<file path="config.mk">
export PLATFORM = sky130hd
export DESIGN_NAME = sipo_reg_loader
export DESIGN_NICKNAME = d
export VERILOG_FILES = /design/src/rtl/sipo_reg_loader.sv
export SDC_FILE = /design/constraint.sdc
export NUM_CORES = 1
export LEC_CHECK = 0
export ABC_CLOCK_PERIOD_IN_PS = 1400
export CAP_MARGIN = 25
export CELL_PAD_IN_SITES_DETAIL_PLACEMENT = 1
export CELL_PAD_IN_SITES_GLOBAL_PLACEMENT = 2
export CORE_ASPECT_RATIO = 1.2
export CORE_MARGIN = 2
export CORE_UTILIZATION = 34
export CTS_BUF_LIST = sky130_fd_sc_hd__clkbuf_2 sky130_fd_sc_hd__clkbuf_4 sky130_fd_sc_hd__clkbuf_8
export CTS_CLUSTER_DIAMETER = 150
export DETAILED_ROUTE_END_ITERATION = 12
export MAX_ROUTING_LAYER = met4
export PLACE_DENSITY = 0.76
export SETUP_SLACK_MARGIN = 0.4
export SYNTH_ARGS = -nofsm -noshare
export SYNTH_HDL_FRONTEND = slang
export SYNTH_SLANG_ARGS = --single-unit
</file>
<file path="constraint.sdc">
create_clock -name clk -period 1.4 [get_ports clk]
set_input_delay 0.21 -clock clk [delete_from_list [all_inputs] [get_ports clk]]
set_output_delay 0.21 -clock clk [all_outputs]
set_load 0.03 [all_outputs]
</file>
<file path="src/rtl/sipo_reg_loader.sv">
// Serial frame receiver that turns {start, addr[2:0], data[7:0], optional even parity}
// into a single-cycle register-file write, rejecting bad parity and writes to address 0.
module sipo_reg_loader #(
  parameter bit PARITY_EN = 1'b1
) (
  input  logic       clk,
  input  logic       rst_n,
  input  logic       sin,
  input  logic       sin_valid,
  output logic [2:0] addrw,
  output logic [7:0] data_out,
  output logic       write,
  output logic       busy,
  output logic       frame_err
);

  typedef enum logic [2:0] {
    IDLE   = 3'd0,
    ADDR   = 3'd1,
    DATA   = 3'd2,
    PAR    = 3'd3,
    COMMIT = 3'd4
  } state_t;

  state_t      state_reg;
  logic [3:0]  cnt_reg;
  logic [2:0]  addr_reg;
  logic [7:0]  data_reg;
  logic        par_reg;

  logic        frame_done;
  logic        bad_parity;
  logic        accept;
  logic [7:0]  data_final;

  // The commit decision is taken on the edge that samples the last bit, so the
  // registered strobes line up with the single COMMIT cycle.
  always_comb begin
    frame_done = 1'b0;
    bad_parity = 1'b0;
    data_final = data_reg;
    if (sin_valid) begin
      if (state_reg == DATA && cnt_reg == 4'd7 && !PARITY_EN) begin
        frame_done = 1'b1;
        data_final = {data_reg[6:0], sin};
      end else if (state_reg == PAR) begin
        frame_done = 1'b1;
        bad_parity = par_reg ^ sin;
      end
    end
    accept = frame_done && !bad_parity && (addr_reg != 3'd0);
  end

  always_ff @(posedge clk or negedge rst_n) begin
    if (!rst_n) begin
      state_reg <= IDLE;
      cnt_reg   <= 4'd0;
      addr_reg  <= 3'd0;
      data_reg  <= 8'd0;
      par_reg   <= 1'b0;
      addrw     <= 3'd0;
      data_out  <= 8'd0;
      write     <= 1'b0;
      busy      <= 1'b0;
      frame_err <= 1'b0;
    end else begin
      write     <= 1'b0;
      frame_err <= 1'b0;

      if (frame_done) begin
        if (accept) begin
          write    <= 1'b1;
          addrw    <= addr_reg;
          data_out <= data_final;
        end else begin
          frame_err <= 1'b1;
        end
      end

      case (state_reg)
        IDLE: begin
          if (sin_valid && sin) begin
            state_reg <= ADDR;
            cnt_reg   <= 4'd0;
            addr_reg  <= 3'd0;
            data_reg  <= 8'd0;
            par_reg   <= 1'b0;
            busy      <= 1'b1;
          end
        end
        ADDR: begin
          if (sin_valid) begin
            addr_reg <= {addr_reg[1:0], sin};
            par_reg  <= par_reg ^ sin;
            if (cnt_reg == 4'd2) begin
              state_reg <= DATA;
              cnt_reg   <= 4'd0;
            end else begin
              cnt_reg <= cnt_reg + 4'd1;
            end
          end
        end
        DATA: begin
          if (sin_valid) begin
            data_reg <= {data_reg[6:0], sin};
            par_reg  <= par_reg ^ sin;
            if (cnt_reg == 4'd7) begin
              state_reg <= PARITY_EN ? PAR : COMMIT;
              cnt_reg   <= 4'd0;
            end else begin
              cnt_reg <= cnt_reg + 4'd1;
            end
          end
        end
        PAR: begin
          if (sin_valid) begin
            state_reg <= COMMIT;
            cnt_reg   <= 4'd0;
          end
        end
        COMMIT: begin
          state_reg <= IDLE;
          cnt_reg   <= 4'd0;
          busy      <= 1'b0;
        end
        default: begin
          state_reg <= IDLE;
          cnt_reg   <= 4'd0;
          busy      <= 1'b0;
        end
      endcase
    end
  end

endmodule

</file>
==> results.md, run 1 <==
* Status: finished, violations left
* Failing checks: negative setup slack
* Die X at between 60 and 70 um
* Synth Cell Area at ~1500 sq um
* Clk_lat worst skew at 0.28 ns
* Setup crit start kind: flop
* Total die area at ~5100 sq um
* Vias per inst at ~4.9
* Syn-to-layout area delta at 56.6%
* Share of cells above drive strength 1 at 0.540
* Commonest cells post-synth: dfrtp_1 (33), nand2_1 (20), nand3_1 (8)
* Final setup fails at 19
* Wirelength per Cell at approximately 15 um
* Crit end category: flop
* Gate Count Post-Synth at 132
* Asr flop ratio synth at 1.00
* Most common cell in the synthesized netlist: dfrtp_1
* Placed inst area at roughly 2000 sq um
* Grt total ovfl at 0
* FMAX at about 660 MHz
* Leak Pwr at roughly 1.2 nW
* Worst Hold Class: primary input to async pin
* Nets at between 200 and 250
* Synth Area in Compound Gates at 0.108
* Post-synth top flop: dfrtp_1
* Crit Path Class: flop to flop
* Syn Nets at ~140
* CP required at approximately 1.6 ns
* PortBufs at 17
* RSZ-0062 raised after global routing: yes
* Final slew viol count at 0
* Post-synth EDFFs at 0
* CTS root buffer: clkbuf_8
* Syn avg cell area at between 10 and 15 sq um
* Ys Warns at 0
* CP arrival at 1.73 ns
* CTS Buf Count at 5
* Detailed placement HPWL at approximately 2600 um
* Rel. slew slack at 0.798
* Min Tclk post-route at ~1.5 ns
* Total GRT Usage at 0.166
* Vias in the first global route at about 1300
* Gp weighted congestion at between 0.8 and 0.9
* CTS tree: yes
* Vias at around 1300
* Register bit total from synthesis at 33
* Max cap viols at 0
* H-tree depth at 2
* Rows at 26
* Post-synthesis mux area share at 0.0822
* Synthesized-area fraction occupied by adder cells at 0.0163
* Height of the die at 77.7 um
* CORE AREA at ~4300 sq um
* DRT antenna net count at 0
* First-pass GRT wire length at ~6300 um
* Simple-gate area share of the yosys netlist at 0.207
* Main combinational cell family by area after synthesis: simple AND/OR/NAND/NOR gates
* Antenna cells at 0
* Final worst path period share at 1.08
* Max rail drop VDD at between 1 and 1.5 mV
* Power Density at roughly 1700 nW/um^2
* WHS at ~0.30 ns
* Setup WS post-layout at -0.118 ns
* Residual DRC at 0
* Final instance area at 2410 sq um
* IO Pins at 18
* Final Hold Viols at 0
* Initial cell density of the core at 0.358
* Worst Path Max Fanout at 3
* Post-Synth XOR/XNOR Area at 0.0114
* Largest net degree at the start of global routing at 34
* Max Buffers Root-to-Sink at 2
* Non-Filler Instances at 254
* Initial DRT Pass Iterations at 2
* Number of library cell types mapped by synthesis at 38
* Drt initial violations at 55
* Clk pin slew, worst setup/hold paths at about 0.070 ns
* Initial antenna violation count at 0
* # fillers at between 400 and 500
* Placed Cells at around 230
* Sequential-to-total area share from yosys stat at 0.537
* Tot Pwr at 0.00402 W
* Aggregate routed wire length at about 4000 um
* Synth top area share at 0.537
* Top cells by area, synth: dfrtp_1 (54%), mux2_4 (6.8%), nand2_1 (4.9%)
* Slew @ Worst Pin at roughly 0.3 ns
* Clock Sink Count at 33
* Yosys top cell by area: dfrtp_1
* Worst Skew at 0.00652 ns
-- cell usage in the layout, fill, tap and decap left out, types with 3 or more instances in the layout --
master / count
dfrtp_1: 31
buf_6: 25
nor2_4: 5
a22o_1: 6
nand3_1: 8
buf_4: 36
nor3_2: 3
mux2_4: 8
nand2_1: 20
clkbuf_8: 5
o21ai_1: 5
-- worst paths after layout --
kind / from / end / slack [ns] / depth (start not counted)
setup / recovery: cnt_reg[1]$_DFFE_PN0P_ / cnt_reg[3]$_DFFE_PN0P_ / -0.12 / 6
hold / removal: rst_n / data_final[2]$_DFFE_PN0P_ / 0.30 / 2
setup reg to reg: cnt_reg[1]$_DFFE_PN0P_ / cnt_reg[3]$_DFFE_PN0P_ / -0.12 / 6
hold reg to reg: data_final[7]$_DFFE_PN0P_ / data_final[7]$_DFFE_PN0P_ / 0.48 / 2
max in group asynchronous: rst_n / state_reg[1]$_DFFE_PN0P_ / 0.91 / 2
min in group clk: sin / busy$_DFFE_PN0P_ / 0.39 / 3
-- routing by layer --
metal	routed length, um	global-route usage
met1	1680	0.196
met2	2070	0.273
met3	117	0.0449
met4	55	0.0500
met5	0	-
-- critical path, cell delays in order, from the launching register on --
cell and delay (ns):
dfrtp_1 0.39, ha_2 0.17, nor3b_4 0.15, nor4_4 0.32, buf_4 0.20, o21bai_4 0.07
o21ai_1 0.13
-- stage by stage --
step           utilization  setup TNS [ns]  worst slack (ns)
2_1_floorplan            -          -0.392           -0.0538
3_3_place_gp         0.470           -9.17            -0.404
3_5_place_dp         0.470          -10.04            -0.441
4_1_cts              0.518          -0.619           -0.0664
5_1_grt              0.561           -2.44            -0.226
6_report             0.561           -1.00            -0.118
-- kinds of logic (layout without fill, tap and decap cells) --
group                      after synthesis  count (layout)
muxes                                    9               9
adders and majority gates                2               2
DFF                                     33              33
buffers and inverters                   10              76
xor gates and xnor gates                 2               2
and+or+nand+nor                         54              54
AOI/OAI and AO/OA                       22              22
-- cell type report --
cell class,instances,area [sq um],area share
Clock inverter,1,5.00,0.00208
Multi-Input combinational cell,89,802,0.333
Tap cell,56,70.1,0.0291
Inverter,4,15.0,0.00623
Clock buffer,5,68.8,0.0286
Sequential cell,33,828,0.344
Timing Repair Buffer,66,619,0.257
-- repair_timing --
| item | 4_1_cts | 5_1_grt |
|---|---|---|
| buffers inserted | 9 | 10 |
| hold buffers | 0 | 0 |
| resized for setup | 112 | 27 |
| endpoints found under the setup margin | 46 | 46 |
| pin swaps | 5 | 10 |
-- where the power goes --
group	total [W]	internal, W	switching (W)
combinational	0.00202	0.00107	0.000953
clock	0.000656	0.000327	0.000329
sequential	0.00134	0.00115	0.000193
Note: power is estimated with default switching activity, not from simulation.
==> run 2, diff against run 1 <==
- GPL_TIMING_DRIVEN: not set -> 0
==> results.md, run 2 (same netlist as run 1, synthesis figures left out) <==
* Largest net degree at the start of global routing at 34 (unchanged)
* Total die area at 5080 sq um (unchanged)
* Slew @ Worst Pin at 0.744 ns (+0.442 ns)
* Most common cell after layout, fill and taps aside: dfrtp_1
* Crit end category: flop
* Syn-to-layout area delta at 48.2%
* Rows at 26 (unchanged)
* Initial cell density of the core at 0.358 (unchanged)
* Drt initial violations at 47 (-15%)
* CTS root buffer: clkbuf_8
* FMAX at 648 MHz (-1.6%)
* Vias at 1217 (-3.1%)
* Wirelength per Cell at 15.4 um (about the same)
* RSZ-0062 raised after global routing: yes
* Die X at 65.4 um (unchanged)
* R2R Setup Slk at -0.14 ns (-0.03 ns)
* FF-to-FF path depth at 6 (unchanged)
* Initial antenna violation count at 0 (unchanged)
* Vias in the first global route at 1293 (-2.0%)
* WHS at -0.0141 ns (-0.310 ns)
* Setup total negative slack at -1.82 ns (-0.823 ns)
* Failing checks: negative hold slack, negative setup slack
* Vias per inst at 5.07 (+2.5%)
* IO Pins at 18 (unchanged)
* Clk pin slew, worst setup/hold paths at 0.07 ns (about the same)
* Status: finished, violations left
* Antenna cells at 0 (unchanged)
* Height of the die at 77.7 um (unchanged)
* Max Buffers Root-to-Sink at 2 (unchanged)
* Detailed placement HPWL at 2150 um (-16%)
* Most frequent cells in the layout: dfrtp_1 (31), buf_6 (25), nand2_1 (20)
* Final Hold Viols at 33 (+33)
* Max cap viols at 0 (unchanged)
* H-tree depth at 2 (unchanged)
* Aggregate routed wire length at 3710 um (-5.5%)
* Power Density at 1700 nW/um^2 (+2.2%)
* Worst Path Max Fanout at 5 (+2)
* Crit Path Class: flop to flop
* Residual DRC at 0 (unchanged)
* Area of the multi-input gates at 771 sq um (-3.9%)
* First-pass GRT wire length at 6330 um (+1.1%)
* Final worst path period share at 1.10 (+0.0180)
* Clock Sink Count at 33 (unchanged)
* Gp weighted congestion at 0.731 (-13%)
* Min Tclk post-route at 1.54 ns (+0.0251 ns)
* Setup crit start kind: flop
* Leak Pwr at 1.12 nW (-5.3%)
* Worst Skew at 0.00210 ns (-0.00441 ns)
* Final slew viol count at 0 (unchanged)
* # fillers at 456 (-0.44%)
* DRT antenna net count at 0 (unchanged)
* PortBufs at 16 (-1)
* Setup WS pre-CTS at -0.609 ns (-0.167 ns)
* Setup WS post-layout at -0.143 ns (-0.0251 ns)
* Max rail drop VDD at 1.01 mV (-1.2%)
* CP arrival at 1.71 ns (-0.02 ns)
* Total GRT Usage at 0.168 (+0.00238)
* FF-to-FF Start: state_reg[2]$_DFFE_PN0P_
* Initial DRT Pass Iterations at 4 (+2)
* Crit Reg-Reg Endpoint: state_reg[1]$_DFFE_PN0P_
* CTS Buf Count at 5 (unchanged)
* Final setup fails at 25 (+6)
* Grt total ovfl at 0 (unchanged)
* CORE AREA at 4290 sq um (unchanged)
* Nets at 189 (-7.8%)
* Register Area at 828 sq um (unchanged)
* Worst Hold Class: primary input to async pin
* CP required at 1.57 ns (-0.04 ns)
* CTS Hold Bufs at 0 (unchanged)
* Share of cells above drive strength 1 at 0.500 (-0.0404)
* Clk_lat worst skew at 0.28 ns (about the same)
* Rel. slew slack at 0.504 (-0.295)
* CTS tree: yes
## run 2: cell count changes in the layout (fill, tap and decap cells not counted), sizes merged
cell and change:
buf -14, clkbuf +2, clkdlybuf4s50 -1, dlygate4sd2 -1
## run 2: final cells by class
class                           count  area share
Timing Repair Buffer               44       0.189
Clock buffer                        7      0.0423
Buffer                              6      0.0269
Sequential cell                    33       0.364
Clock inverter                      1     0.00220
Inverter                            4     0.00659
Multi-Input combinational cell     89       0.338
Tap cell                           56      0.0308
## run 2: per-layer routing
layer	global-route usage	part of all wire	up-vias
met4	0.0563	0.016	0
met5	-	0	-
met2	0.282	0.54	20
met3	0.0435	0.031	8
met1	0.195	0.41	623
li1	-	-	566
## run 2: what timing repair did
item                                    in CTS  in global routing
resized for setup                          118                 14
cloned                                       1                  0
pin swaps                                    7                  3
endpoints found under the setup margin      46                 47
buffers inserted                            22                  5
endpoints found under the hold margin        0                  0
## run 2: how the worst max path moves through the flow
stage                     cells after the start                     start  slack [ns]                  endpoint
after floorplan                               6  state_reg[2]$_DFFE_PN0P_       -0.05   data_out[0]$_DFFE_PN0P_
after global placement                        1                     rst_n       -0.68  state_reg[1]$_DFFE_PN0P_
after detailed placement                      6                 sin_valid       -0.61   data_out[4]$_DFFE_PN0P_
after CTS                                     6  state_reg[2]$_DFFE_PN0P_       -0.14   data_out[6]$_DFFE_PN0P_
after global routing                          5  state_reg[0]$_DFFE_PN0P_       -0.21  state_reg[1]$_DFFE_PN0P_
final                                         6  state_reg[2]$_DFFE_PN0P_       -0.14  state_reg[1]$_DFFE_PN0P_
## run 2: per-stage QoR
| stage | hold WS (ns) | instances | area (sq um) | util | total power [W] |
|---|---|---|---|---|---|
| after floorplan | -0.0856 | 132 | 1580 | - | 0.00221 |
| after global placement | 0.461 | 204 | 1810 | 0.422 | 0.00251 |
| after detailed placement | 0.328 | 204 | 1810 | 0.421 | 0.00256 |
| after CTS | 0.00837 | 235 | 2180 | 0.508 | 0.00374 |
| after global routing | 0.0255 | 240 | 2280 | 0.531 | 0.00412 |
| final | -0.0141 | 240 | 2280 | 0.531 | 0.00388 |
## run 2: power breakdown
part / switching [W] / total [W] / internal [W]
registers: 0.000240 / 0.00139 / 0.00115
clock network: 0.000348 / 0.000792 / 0.000444
logic: 0.000834 / 0.00170 / 0.000869
total: 0.00142 / 0.00388 / 0.00246
## run 2: worst max-delay path, cell delays in order, from the launching register on
cell and delay (ns):
dfrtp_1 0.40, buf_6 0.13, buf_12 0.12, buf_8 0.12, nor4_4 0.38, or3_1 0.21, a21oi_2 0.06
==> run 3, diff against run 2 <==
- CAP_MARGIN: 25 -> 20
==> results of run 3 <==
No change in the layout: final DEF, timing and power equal those of run 2.
